[src/rtl/load_store_unit_if.sv]
// Purpose : bundles the pipeline request/response handshakes and the data-RAM port
//           of the load/store unit into one interface.
// Latency : n/a (wiring only).
// Backpressure: n/a (wiring only); REQ_* and RSP_* are valid/ready pairs.
//
// Modports:
//   slave  - the load/store unit: consumes REQ_*, produces RSP_*, drives RAM_* controls,
//            reads RAM_DOUT and the RAM unaligned flags.
//   master - the surrounding pipeline + RAM: the mirror image of slave.
interface load_store_unit_if #(
    parameter int ADDR_W = 32
);
    // request channel
    logic              REQ_VALID;
    logic              REQ_READY;
    logic              REQ_WE;
    logic [1:0]        REQ_SIZE;
    logic              REQ_SIGNED;
    logic [ADDR_W-1:0] REQ_ADDR;
    logic [31:0]       REQ_WDATA;
    // response channel
    logic              RSP_VALID;
    logic              RSP_READY;
    logic [31:0]       RSP_RDATA;
    logic              RSP_EXC;
    logic              RSP_WE;
    // data RAM port
    logic              RAM_WE;
    logic [1:0]        RAM_RWHBS;
    logic [1:0]        RAM_WWHBS;
    logic [ADDR_W-1:0] RAM_RADDR;
    logic [ADDR_W-1:0] RAM_WADDR;
    logic [31:0]       RAM_DIN;
    logic [31:0]       RAM_DOUT;
    logic              RAM_RUNALEXC;
    logic              RAM_WUNALEXC;

    modport slave (
        input  REQ_VALID, REQ_WE, REQ_SIZE, REQ_SIGNED, REQ_ADDR, REQ_WDATA,
        output REQ_READY,
        output RSP_VALID, RSP_RDATA, RSP_EXC, RSP_WE,
        input  RSP_READY,
        output RAM_WE, RAM_RWHBS, RAM_WWHBS, RAM_RADDR, RAM_WADDR, RAM_DIN,
        input  RAM_DOUT, RAM_RUNALEXC, RAM_WUNALEXC
    );

    modport master (
        output REQ_VALID, REQ_WE, REQ_SIZE, REQ_SIGNED, REQ_ADDR, REQ_WDATA,
        input  REQ_READY,
        input  RSP_VALID, RSP_RDATA, RSP_EXC, RSP_WE,
        output RSP_READY,
        input  RAM_WE, RAM_RWHBS, RAM_WWHBS, RAM_RADDR, RAM_WADDR, RAM_DIN,
        output RAM_DOUT, RAM_RUNALEXC, RAM_WUNALEXC
    );
endinterface

[src/rtl/load_store_unit.sv]
// Purpose : memory-stage sequencer in front of the byte-addressable data RAM; one
//           load/store in flight, alignment check, load sign/zero extension.
// Latency : from accept edge T -> RSP_VALID at T+1 (exception), T+2 (store), T+3 (load).
// Backpressure: REQ_READY only in IDLE; response held stable until RSP_READY, no
//           accept in the same cycle as the response handshake.
//
// Ports:
//   CLK, RST  - clock, synchronous active-high reset
//   bus       - load_store_unit_if.slave (REQ_*, RSP_*, RAM_* groups)
//   LOAD_CNT, STORE_CNT, EXC_CNT - 32-bit completed-response counters, present only
//               when LSU_PERF_CNT_EN is defined.
// Optional feature macro: LSU_PERF_CNT_EN
module load_store_unit #(
    parameter int ADDR_W = 32
) (
    input  logic              CLK,
    input  logic              RST,
    load_store_unit_if.slave  bus
`ifdef LSU_PERF_CNT_EN
    ,
    output logic [31:0]       LOAD_CNT,
    output logic [31:0]       STORE_CNT,
    output logic [31:0]       EXC_CNT
`endif
);

    localparam logic [1:0] SZ_BYTE = 2'd0;
    localparam logic [1:0] SZ_HALF = 2'd1;
    localparam logic [1:0] SZ_RSVD = 2'd2;
    localparam logic [1:0] SZ_WORD = 2'd3;

    typedef enum logic [1:0] {
        IDLE  = 2'd0,
        ISSUE = 2'd1,
        CAPT  = 2'd2,
        RESP  = 2'd3
    } state_t;

    state_t state;
    state_t state_nxt;

    // request register
    logic              r_we;
    logic [1:0]        r_size;
    logic              r_signed;
    logic [ADDR_W-1:0] r_addr;
    logic [31:0]       r_wdata;

    // response register
    logic              r_exc;
    logic [31:0]       r_rdata;

    // combinational outputs of the FSM
    logic req_ready;
    logic rsp_valid;
    logic ram_we;

    logic accept;
    logic rsp_fire;
    logic misal;
    logic [31:0] ld_ext;

    assign accept   = bus.REQ_VALID && req_ready;
    assign rsp_fire = rsp_valid && bus.RSP_READY;

    // Alignment check is done on the live request so a bad access skips the RAM entirely.
    always_comb begin
        misal = 1'b0;
        unique case (bus.REQ_SIZE)
            SZ_WORD: misal = (bus.REQ_ADDR[1:0] != 2'b00);
            SZ_HALF: misal = bus.REQ_ADDR[0];
            SZ_RSVD: misal = 1'b1;
            default: misal = 1'b0;
        endcase
    end

    // RAM_DOUT carries the addressed byte in [7:0], so extension is purely positional.
    always_comb begin
        ld_ext = bus.RAM_DOUT;
        unique case (r_size)
            SZ_BYTE: ld_ext = {{24{r_signed & bus.RAM_DOUT[7]}}, bus.RAM_DOUT[7:0]};
            SZ_HALF: ld_ext = {{16{r_signed & bus.RAM_DOUT[15]}}, bus.RAM_DOUT[15:0]};
            default: ld_ext = bus.RAM_DOUT;
        endcase
    end

    // ---------------------------------------------------------------- FSM: state register
    always_ff @(posedge CLK) begin
        if (RST) begin
            state <= IDLE;
        end else begin
            state <= state_nxt;
        end
    end

    // ---------------------------------------------------------------- FSM: next state
    always_comb begin
        state_nxt = state;
        unique case (state)
            IDLE: begin
                if (accept) begin
                    state_nxt = misal ? RESP : ISSUE;
                end
            end
            ISSUE: state_nxt = r_we ? RESP : CAPT;
            CAPT:  state_nxt = RESP;
            RESP: begin
                if (bus.RSP_READY) begin
                    state_nxt = IDLE;
                end
            end
            default: state_nxt = IDLE;
        endcase
    end

    // ---------------------------------------------------------------- FSM: outputs
    // Every handshake/strobe is gated by RST so a reset cycle is quiet even before the
    // state register has been cleared; in particular a reset during ISSUE kills the write.
    always_comb begin
        req_ready = 1'b0;
        rsp_valid = 1'b0;
        ram_we    = 1'b0;
        unique case (state)
            IDLE:  req_ready = !RST;
            ISSUE: ram_we    = r_we && !r_exc && !bus.RAM_WUNALEXC && !RST;
            RESP:  rsp_valid = !RST;
            default: ;
        endcase
    end

    // ---------------------------------------------------------------- datapath
    always_ff @(posedge CLK) begin
        if (RST) begin
            r_we     <= 1'b0;
            r_size   <= 2'd0;
            r_signed <= 1'b0;
            r_addr   <= '0;
            r_wdata  <= 32'd0;
            r_exc    <= 1'b0;
            r_rdata  <= 32'd0;
        end else begin
            if (accept) begin
                r_we     <= bus.REQ_WE;
                r_size   <= bus.REQ_SIZE;
                r_signed <= bus.REQ_SIGNED;
                r_addr   <= bus.REQ_ADDR;
                r_wdata  <= bus.REQ_WDATA;
                r_exc    <= misal;
                // Stores and exceptions answer with zero data.
                r_rdata  <= 32'd0;
            end
            // The RAM's own unaligned flags should never fire after our check; they are
            // folded in anyway so a disagreement surfaces as an exception.
            if (state == ISSUE) begin
                r_exc <= r_exc | bus.RAM_RUNALEXC | bus.RAM_WUNALEXC;
            end
            if ((state == CAPT) && !r_exc) begin
                r_rdata <= ld_ext;
            end
        end
    end

    // ---------------------------------------------------------------- output wiring
    assign bus.REQ_READY = req_ready;
    assign bus.RSP_VALID = rsp_valid;
    assign bus.RSP_RDATA = r_rdata;
    assign bus.RSP_EXC   = r_exc;
    assign bus.RSP_WE    = r_we;

    assign bus.RAM_WE    = ram_we;
    assign bus.RAM_RWHBS = r_size;
    assign bus.RAM_WWHBS = r_size;
    assign bus.RAM_RADDR = r_addr;
    assign bus.RAM_WADDR = r_addr;
    assign bus.RAM_DIN   = r_wdata;

`ifdef LSU_PERF_CNT_EN
    // One counter per completed response; natural 32-bit wrap.
    always_ff @(posedge CLK) begin
        if (RST) begin
            LOAD_CNT  <= 32'd0;
            STORE_CNT <= 32'd0;
            EXC_CNT   <= 32'd0;
        end else if (rsp_fire) begin
            if (r_exc) begin
                EXC_CNT <= EXC_CNT + 32'd1;
            end else if (r_we) begin
                STORE_CNT <= STORE_CNT + 32'd1;
            end else begin
                LOAD_CNT <= LOAD_CNT + 32'd1;
            end
        end
    end
`else
    // Without counters the response handshake has no internal consumer.
    logic unused_rsp_fire;
    assign unused_rsp_fire = rsp_fire;
`endif

endmodule

[src/flat_wrapper.sv]
// flat-port wrapper written by rule: the top's interface ports become plain ports
module load_store_unit_flat 
#(
    parameter int ADDR_W = 32
)
  (CLK, RST, bus_REQ_VALID, bus_REQ_WE, bus_REQ_SIZE, bus_REQ_SIGNED, bus_REQ_ADDR, bus_REQ_WDATA, bus_REQ_READY, bus_RSP_VALID, bus_RSP_RDATA, bus_RSP_EXC, bus_RSP_WE, bus_RSP_READY, bus_RAM_WE, bus_RAM_RWHBS, bus_RAM_WWHBS, bus_RAM_RADDR, bus_RAM_WADDR, bus_RAM_DIN, bus_RAM_DOUT, bus_RAM_RUNALEXC, bus_RAM_WUNALEXC);
  load_store_unit_if #(.ADDR_W(ADDR_W)) bus_i ();
  input  logic CLK;
  input  logic RST;
  input wire logic [$bits(bus_i.REQ_VALID)-1:0] bus_REQ_VALID;
  input wire logic [$bits(bus_i.REQ_WE)-1:0] bus_REQ_WE;
  input wire logic [$bits(bus_i.REQ_SIZE)-1:0] bus_REQ_SIZE;
  input wire logic [$bits(bus_i.REQ_SIGNED)-1:0] bus_REQ_SIGNED;
  input wire logic [$bits(bus_i.REQ_ADDR)-1:0] bus_REQ_ADDR;
  input wire logic [$bits(bus_i.REQ_WDATA)-1:0] bus_REQ_WDATA;
  output wire logic [$bits(bus_i.REQ_READY)-1:0] bus_REQ_READY;
  output wire logic [$bits(bus_i.RSP_VALID)-1:0] bus_RSP_VALID;
  output wire logic [$bits(bus_i.RSP_RDATA)-1:0] bus_RSP_RDATA;
  output wire logic [$bits(bus_i.RSP_EXC)-1:0] bus_RSP_EXC;
  output wire logic [$bits(bus_i.RSP_WE)-1:0] bus_RSP_WE;
  input wire logic [$bits(bus_i.RSP_READY)-1:0] bus_RSP_READY;
  output wire logic [$bits(bus_i.RAM_WE)-1:0] bus_RAM_WE;
  output wire logic [$bits(bus_i.RAM_RWHBS)-1:0] bus_RAM_RWHBS;
  output wire logic [$bits(bus_i.RAM_WWHBS)-1:0] bus_RAM_WWHBS;
  output wire logic [$bits(bus_i.RAM_RADDR)-1:0] bus_RAM_RADDR;
  output wire logic [$bits(bus_i.RAM_WADDR)-1:0] bus_RAM_WADDR;
  output wire logic [$bits(bus_i.RAM_DIN)-1:0] bus_RAM_DIN;
  input wire logic [$bits(bus_i.RAM_DOUT)-1:0] bus_RAM_DOUT;
  input wire logic [$bits(bus_i.RAM_RUNALEXC)-1:0] bus_RAM_RUNALEXC;
  input wire logic [$bits(bus_i.RAM_WUNALEXC)-1:0] bus_RAM_WUNALEXC;
  assign bus_i.REQ_VALID = bus_REQ_VALID;
  assign bus_i.REQ_WE = bus_REQ_WE;
  assign bus_i.REQ_SIZE = bus_REQ_SIZE;
  assign bus_i.REQ_SIGNED = bus_REQ_SIGNED;
  assign bus_i.REQ_ADDR = bus_REQ_ADDR;
  assign bus_i.REQ_WDATA = bus_REQ_WDATA;
  assign bus_REQ_READY = bus_i.REQ_READY;
  assign bus_RSP_VALID = bus_i.RSP_VALID;
  assign bus_RSP_RDATA = bus_i.RSP_RDATA;
  assign bus_RSP_EXC = bus_i.RSP_EXC;
  assign bus_RSP_WE = bus_i.RSP_WE;
  assign bus_i.RSP_READY = bus_RSP_READY;
  assign bus_RAM_WE = bus_i.RAM_WE;
  assign bus_RAM_RWHBS = bus_i.RAM_RWHBS;
  assign bus_RAM_WWHBS = bus_i.RAM_WWHBS;
  assign bus_RAM_RADDR = bus_i.RAM_RADDR;
  assign bus_RAM_WADDR = bus_i.RAM_WADDR;
  assign bus_RAM_DIN = bus_i.RAM_DIN;
  assign bus_i.RAM_DOUT = bus_RAM_DOUT;
  assign bus_i.RAM_RUNALEXC = bus_RAM_RUNALEXC;
  assign bus_i.RAM_WUNALEXC = bus_RAM_WUNALEXC;
  load_store_unit #(.ADDR_W(ADDR_W)) u_core (.CLK(CLK), .RST(RST), .bus(bus_i));
endmodule
[config.mk]
export PLATFORM = sky130hd
export DESIGN_NAME = load_store_unit_flat
export DESIGN_NICKNAME = d
export VERILOG_FILES = /design/src/rtl/load_store_unit_if.sv /design/src/rtl/load_store_unit.sv /design/src/flat_wrapper.sv
export SDC_FILE = /design/constraint.sdc
export NUM_CORES = 1
export LEC_CHECK = 0
export BUFFER_PORTS_ARGS = -buffer_cell sky130_fd_sc_hd__buf_2
export CAP_MARGIN = 15
export CELL_PAD_IN_SITES_DETAIL_PLACEMENT = 0
export CELL_PAD_IN_SITES_GLOBAL_PLACEMENT = 2
export CORE_UTILIZATION = 25
export DETAILED_ROUTE_END_ITERATION = 8
export PLACE_DENSITY_LB_ADDON = 0.1
export REMOVE_ABC_BUFFERS = 1
export SYNTH_ARGS = -nofsm -noshare
export SYNTH_HDL_FRONTEND = slang
export SYNTH_SLANG_ARGS = --single-unit
[constraint.sdc]
create_clock -name CLK -period 2.5 [get_ports CLK]
set_clock_uncertainty 0.2 [all_clocks]
set_input_delay 0 -clock CLK [delete_from_list [all_inputs] [get_ports CLK]]
set_output_delay 0 -clock CLK [all_outputs]
set_load 0.01 [all_outputs]
# == Word level (Yosys, flattened, before mapping) ==
# Index checks and enable logic that the tools add are counted.
# op_classes
n_eq_ne,9
muxes,14
bitwise,4
n_reduce_logical,14
# op_table
operator,count
$mux 32,2
$pmux 32 s2,1
$eq 2x2->1 const B,4
$pmux 2 s4,1
$eq 2x1->1 const B,3
$mux 1,6
$mux 2,3
$reduce_bool 2->1,3
$logic_and 1x1->1,5
$logic_not 2->1,2
$logic_not 1->1,3
$pmux 1 s3,1
$and 1x1->1,2
$ne 2x1->1 const B,1
$ne 2x2->1 const B,1
$or 1x1->1,2
$reduce_and 2->1,1
# totals
reg_bits,103
out_inout_bits,137
wordCells,49

# == Depth between registers and ports, before layout ==
# logic_depth
word_depth,5
mapped_depth,8
ltp_nobuf,5

# == Least setup slack after synthesis ==
# Ideal clock, no wire load.
# synth_path
path_type,register to register
from,register u_core.state[0]
to,"register u_core.r_wdata[18], in the netlist u_core.bus.RAM_DIN[18]"
setup_time_ps,112
arrival_time_ps,1326
required_ps,2188
setup_slack_ps,861
stages_incl_launch_ff,9
path_cell_list,dfxtp_1 inv_1 ha_1 and3b_1 buf_6 buf_6 buf_6 nand2_1 nand2_1
# synth_between
elab_chain_len,3
# synth_lines
element,line,rtl
"start, declared",load_store_unit.sv:39,state_t state;
"start signal, assigned",load_store_unit.sv:92,state <= state_nxt;
$logic_not 2->1,load_store_unit.sv:123,unique case (state)
$mux 1,load_store_unit.sv:123,
$logic_and 1x1->1,load_store_unit.sv:63,assign accept = bus.REQ_VALID && req_ready;
"end signal, assigned",load_store_unit.sv:147,r_wdata <= bus.REQ_WDATA;
"end, declared",load_store_unit.sv:47,logic [31:0] r_wdata;
# No other way between the ends.
# A chain may end at the register's enable or synchronous reset.

# == Worst setup path after layout ==
# layout_path
from,register u_core.state[0]
to,"register u_core.r_exc, in the netlist u_core.bus.RSP_EXC"
# layout_between
elab_chain_len,4
# layout_lines
element,line,rtl
$logic_not 2->1,load_store_unit.sv:123,
$mux 1,load_store_unit.sv:123,
$logic_and 1x1->1,load_store_unit.sv:63,
$reduce_bool 2->1 (no line),-,
"end signal, assigned",load_store_unit.sv:148,r_exc <= misal;
"end signal, assigned",load_store_unit.sv:155,r_exc <= r_exc | bus.RAM_RUNALEXC | bus.RAM_WUNALEXC;
"end, declared",load_store_unit.sv:50,logic r_exc;
# Parallel ways exist; a longest one is shown, timed or not.

==> metrics.md <==
| Metric | Value |
|---|---|
| DR vias | `4,483` |
| Die Ht | `135 um` |
| CP required | `2.56 ns` |
| Die Area | `18,200 um^2` |
| Leakage | `3.45 nW` |
| Worst-path fanout max | `15` |
| Power Density | `778 nW/um^2` |
| Ys async rst share | `0%` |
| Worst R2R Start | `u_core.state[0]` |
| Mapped Area | `4410 um^2` |
| Crit path cell chain | `inv_1 > ha_1 > and3b_4 > o22ai_1 > dlygate4sd3_1 > a221oi_2` |
| Max-cap violation count | `0` |
| FP Rows | `48` |
| Inst Count DP | `923` |
| TritonCTS Buffers | `9` |
| WS Path Type | `reg2reg` |
| Crit path capture type | `register` |
| RSZ-0062 raised after global routing | `false` |
| Synthesis warning total | `0` |
| CTS tree | `yes` |
| Final Max Slew Viols | `0` |
| Commonest non-fill, non-tap cells in the layout | `242 x buf_2, 159 x nand2_1, 105 x dlygate4sd3_1, 103 x dfxtp_1, 68 x nand3b_1` |
| Vias in the first global route | `4,246` |
| Commonest non-fill, non-tap cell in the layout | `buf_2` |
| Routed wire per std cell | `13.1 um` |
| Final ANT Viol Nets | `0` |
| Final WL | `13,700 um` |
| Io pins | `243` |
| DRC viols | `0` |
| Initial antenna violation count | `0` |
| Clock transition at the registers of the reported paths | `0.07 ns` |
| Setup violators final | `0` |
| Startpoint types | `register` |
| Area after DPL | `5510 um^2` |
| Sequential cell area fraction in the yosys report | `46.8%` |
| Core Box Area | `17,200 um^2` |
| Gpl congestion | `0.737` |
| Worst reg2reg endpoint | `u_core.bus.RSP_EXC` |
| Post-DP HPWL | `8930 um` |
| Post-synth top flop | `dfxtp_1` |
| Hold Fails Final Rpt | `0` |
| Global-route wire length before repair | `21,200 um` |
| Critical path origin | `u_core.state[0]` |
| Drt first pass iters | `4` |
| Detailed-route vias per instance | `4.29` |
| Mapped Cells | `522` |
| R2R Setup Slk | `0.15 ns` |
| Slew @ Worst Pin | `0.609 ns` |
| CP peak stage delay | `0.58 ns` |
| Later-pin clock latency in the skew report | `0.34 ns` |
| Bufs on Longest Clock Path | `2` |
| GR Overflow Total | `0` |
| Total track usage | `14.9%` |
| Minimum clock period | `2.35 ns` |
| Sinks on the clock net | `103` |
| Final Hold Slack | `0.0195 ns` |
| Worst EP arrival | `2.41 ns` |
| Largest net degree at the start of global routing | `92` |
| H-tree depth | `3` |
| IO buf count | `242` |
| R2r worst-path depth | `6` |
| Final std cells w/o fill | `1,044` |
| Slew margin rel. | `59.4%` |
| Synth Register Bits | `103` |
| Post-synth EDFFs | `0` |
| Share of layout cells above drive strength 1 | `33.2%` |
| Syn avg cell area | `8.44 um^2` |
| Period utilisation layout | `93.8%` |
| Final Instance Area | `6920 um^2` |
| Critical path endpoint | `u_core.bus.RSP_EXC` |
| HP Class | `in2reg` |
| Fillers | `1,781` |
| Distinct cells, synth | `31` |
| Slowest-stage cell, CP | `dlygate4sd3_1` |
| # diodes | `0` |
| Root Driver | `clkbuf_16` |
| Fmax | `426 MHz` |
| Area growth syn-to-layout | `57.0%` |
| Final net count | `925` |
| Worst vdd ir | `0.000399 V` |
| Starting DRT DRC Count | `148` |
| Status | `finished clean` |
| Die X-Extent | `135 um` |
| Initial Util | `25.6%` |
-- kinds of logic after synthesis --
| logic type | share of synthesized area (%) |
|---|---|
| and+or+nand+nor | 31.3 |
| adders and majority gates | 1.42 |
| muxes | 0.255 |
| AOI/OAI and AO/OA | 8.69 |
| buffers and inverters | 11.6 |
| DFF | 46.8 |
-- power by group --
part	internal [mW]	leakage, nW	switching [mW]
clock network	1.03	0.176	0.633
logic	0.728	2.43	0.903
registers	1.91	0.842	0.177
total	3.67	3.45	1.71
-- registers in the layout, summed over array words and instances, names as in the netlist --
register / cells
u_core.bus.RSP_WE: 1
u_core.bus.RSP_EXC: 1
u_core.bus.RAM_DIN: 32
u_core.bus.RAM_RADDR: 32
u_core.bus.RAM_RWHBS: 2
u_core.state: 2
u_core.bus.RSP_RDATA: 32
u_core.r_signed: 1
-- final cells by class --
type	count	area (um^2)	share of cell area, %
Multi-Input combinational cell	340	1840	26.6
Inverter	4	15.0	0.217
Clock buffer	11	253	3.65
Timing Repair Buffer	356	2370	34.2
Sequential cell	103	2060	29.8
Tap cell	225	282	4.07
Clock inverter	5	104	1.50
-- worst max-delay path: cells and delay by family, from the launching register on --
kind                     cells  cell delay (ns)
buffers and inverters        2             0.74
AND/OR/NAND/NOR              1             0.38
flip-flops                   1             0.33
AO/OA/AOI/OAI                2             0.33
adder cells (fa/ha/maj)      1             0.28
-- metrics by stage --
step / power [mW] / setup TNS [ns] / setup slack (ns) / util [%]
after floorplan: 2.88 / -76.50 / -0.912 / -
after global placement: 3.62 / 0 / 0.635 / 32.0
after detailed placement: 3.62 / 0 / 0.553 / 32.0
after CTS: 5.49 / 0 / 0.0720 / 40.1
after global routing: 5.73 / 0 / 0.000898 / 40.2
final: 5.39 / 0 / 0.155 / 40.2
-- timing repair --
item	in CTS	in global routing
gates resized for setup	0	1
endpoints found under the hold margin	103	0
hold buffers	105	0
endpoints found under the setup margin	0	1
setup buffers	0	0
-- synthesized netlist by cell type (2+ instances only) --
cell	instances	area share [%]
buf_2	20	2.3
nand2b_1	4	0.57
buf_4	38	6.5
dfxtp_1	103	47
inv_1	4	0.34
nand2_1	159	14
clkbuf_1	10	0.85
nand3_1	32	3.6
buf_6	6	1.5
o21a_1	8	1.4
o21ai_0	9	1.0
nor2b_1	4	0.57
and3b_1	2	0.40
a221oi_2	2	0.68
nand3b_1	68	12
a21oi_1	19	2.2
ha_1	5	1.4
a31oi_1	16	2.3
-- worst min path at each step --
stage                         start                 endpoint  cells past startpoint
floorplan                       RST            bus_REQ_READY                      1
global placement    bus_REQ_ADDR[9]  u_core.bus.RAM_RADDR[9]                      3
detailed placement  bus_REQ_ADDR[3]  u_core.bus.RAM_RADDR[3]                      3
CTS                             RST       u_core.bus.RSP_EXC                      2
global route                    RST          u_core.state[0]                      2
finish                          RST       u_core.bus.RSP_EXC                      2
-- metal layers --
layer	vias up	GRT usage (%)	wire [um]
li1	2288	-	-
met5	-	0	0
met2	155	24.5	6310
met1	2031	18.4	6230
met3	9	4.73	1030
met4	0	4.68	132
Power figures use the tool's default switching activity.
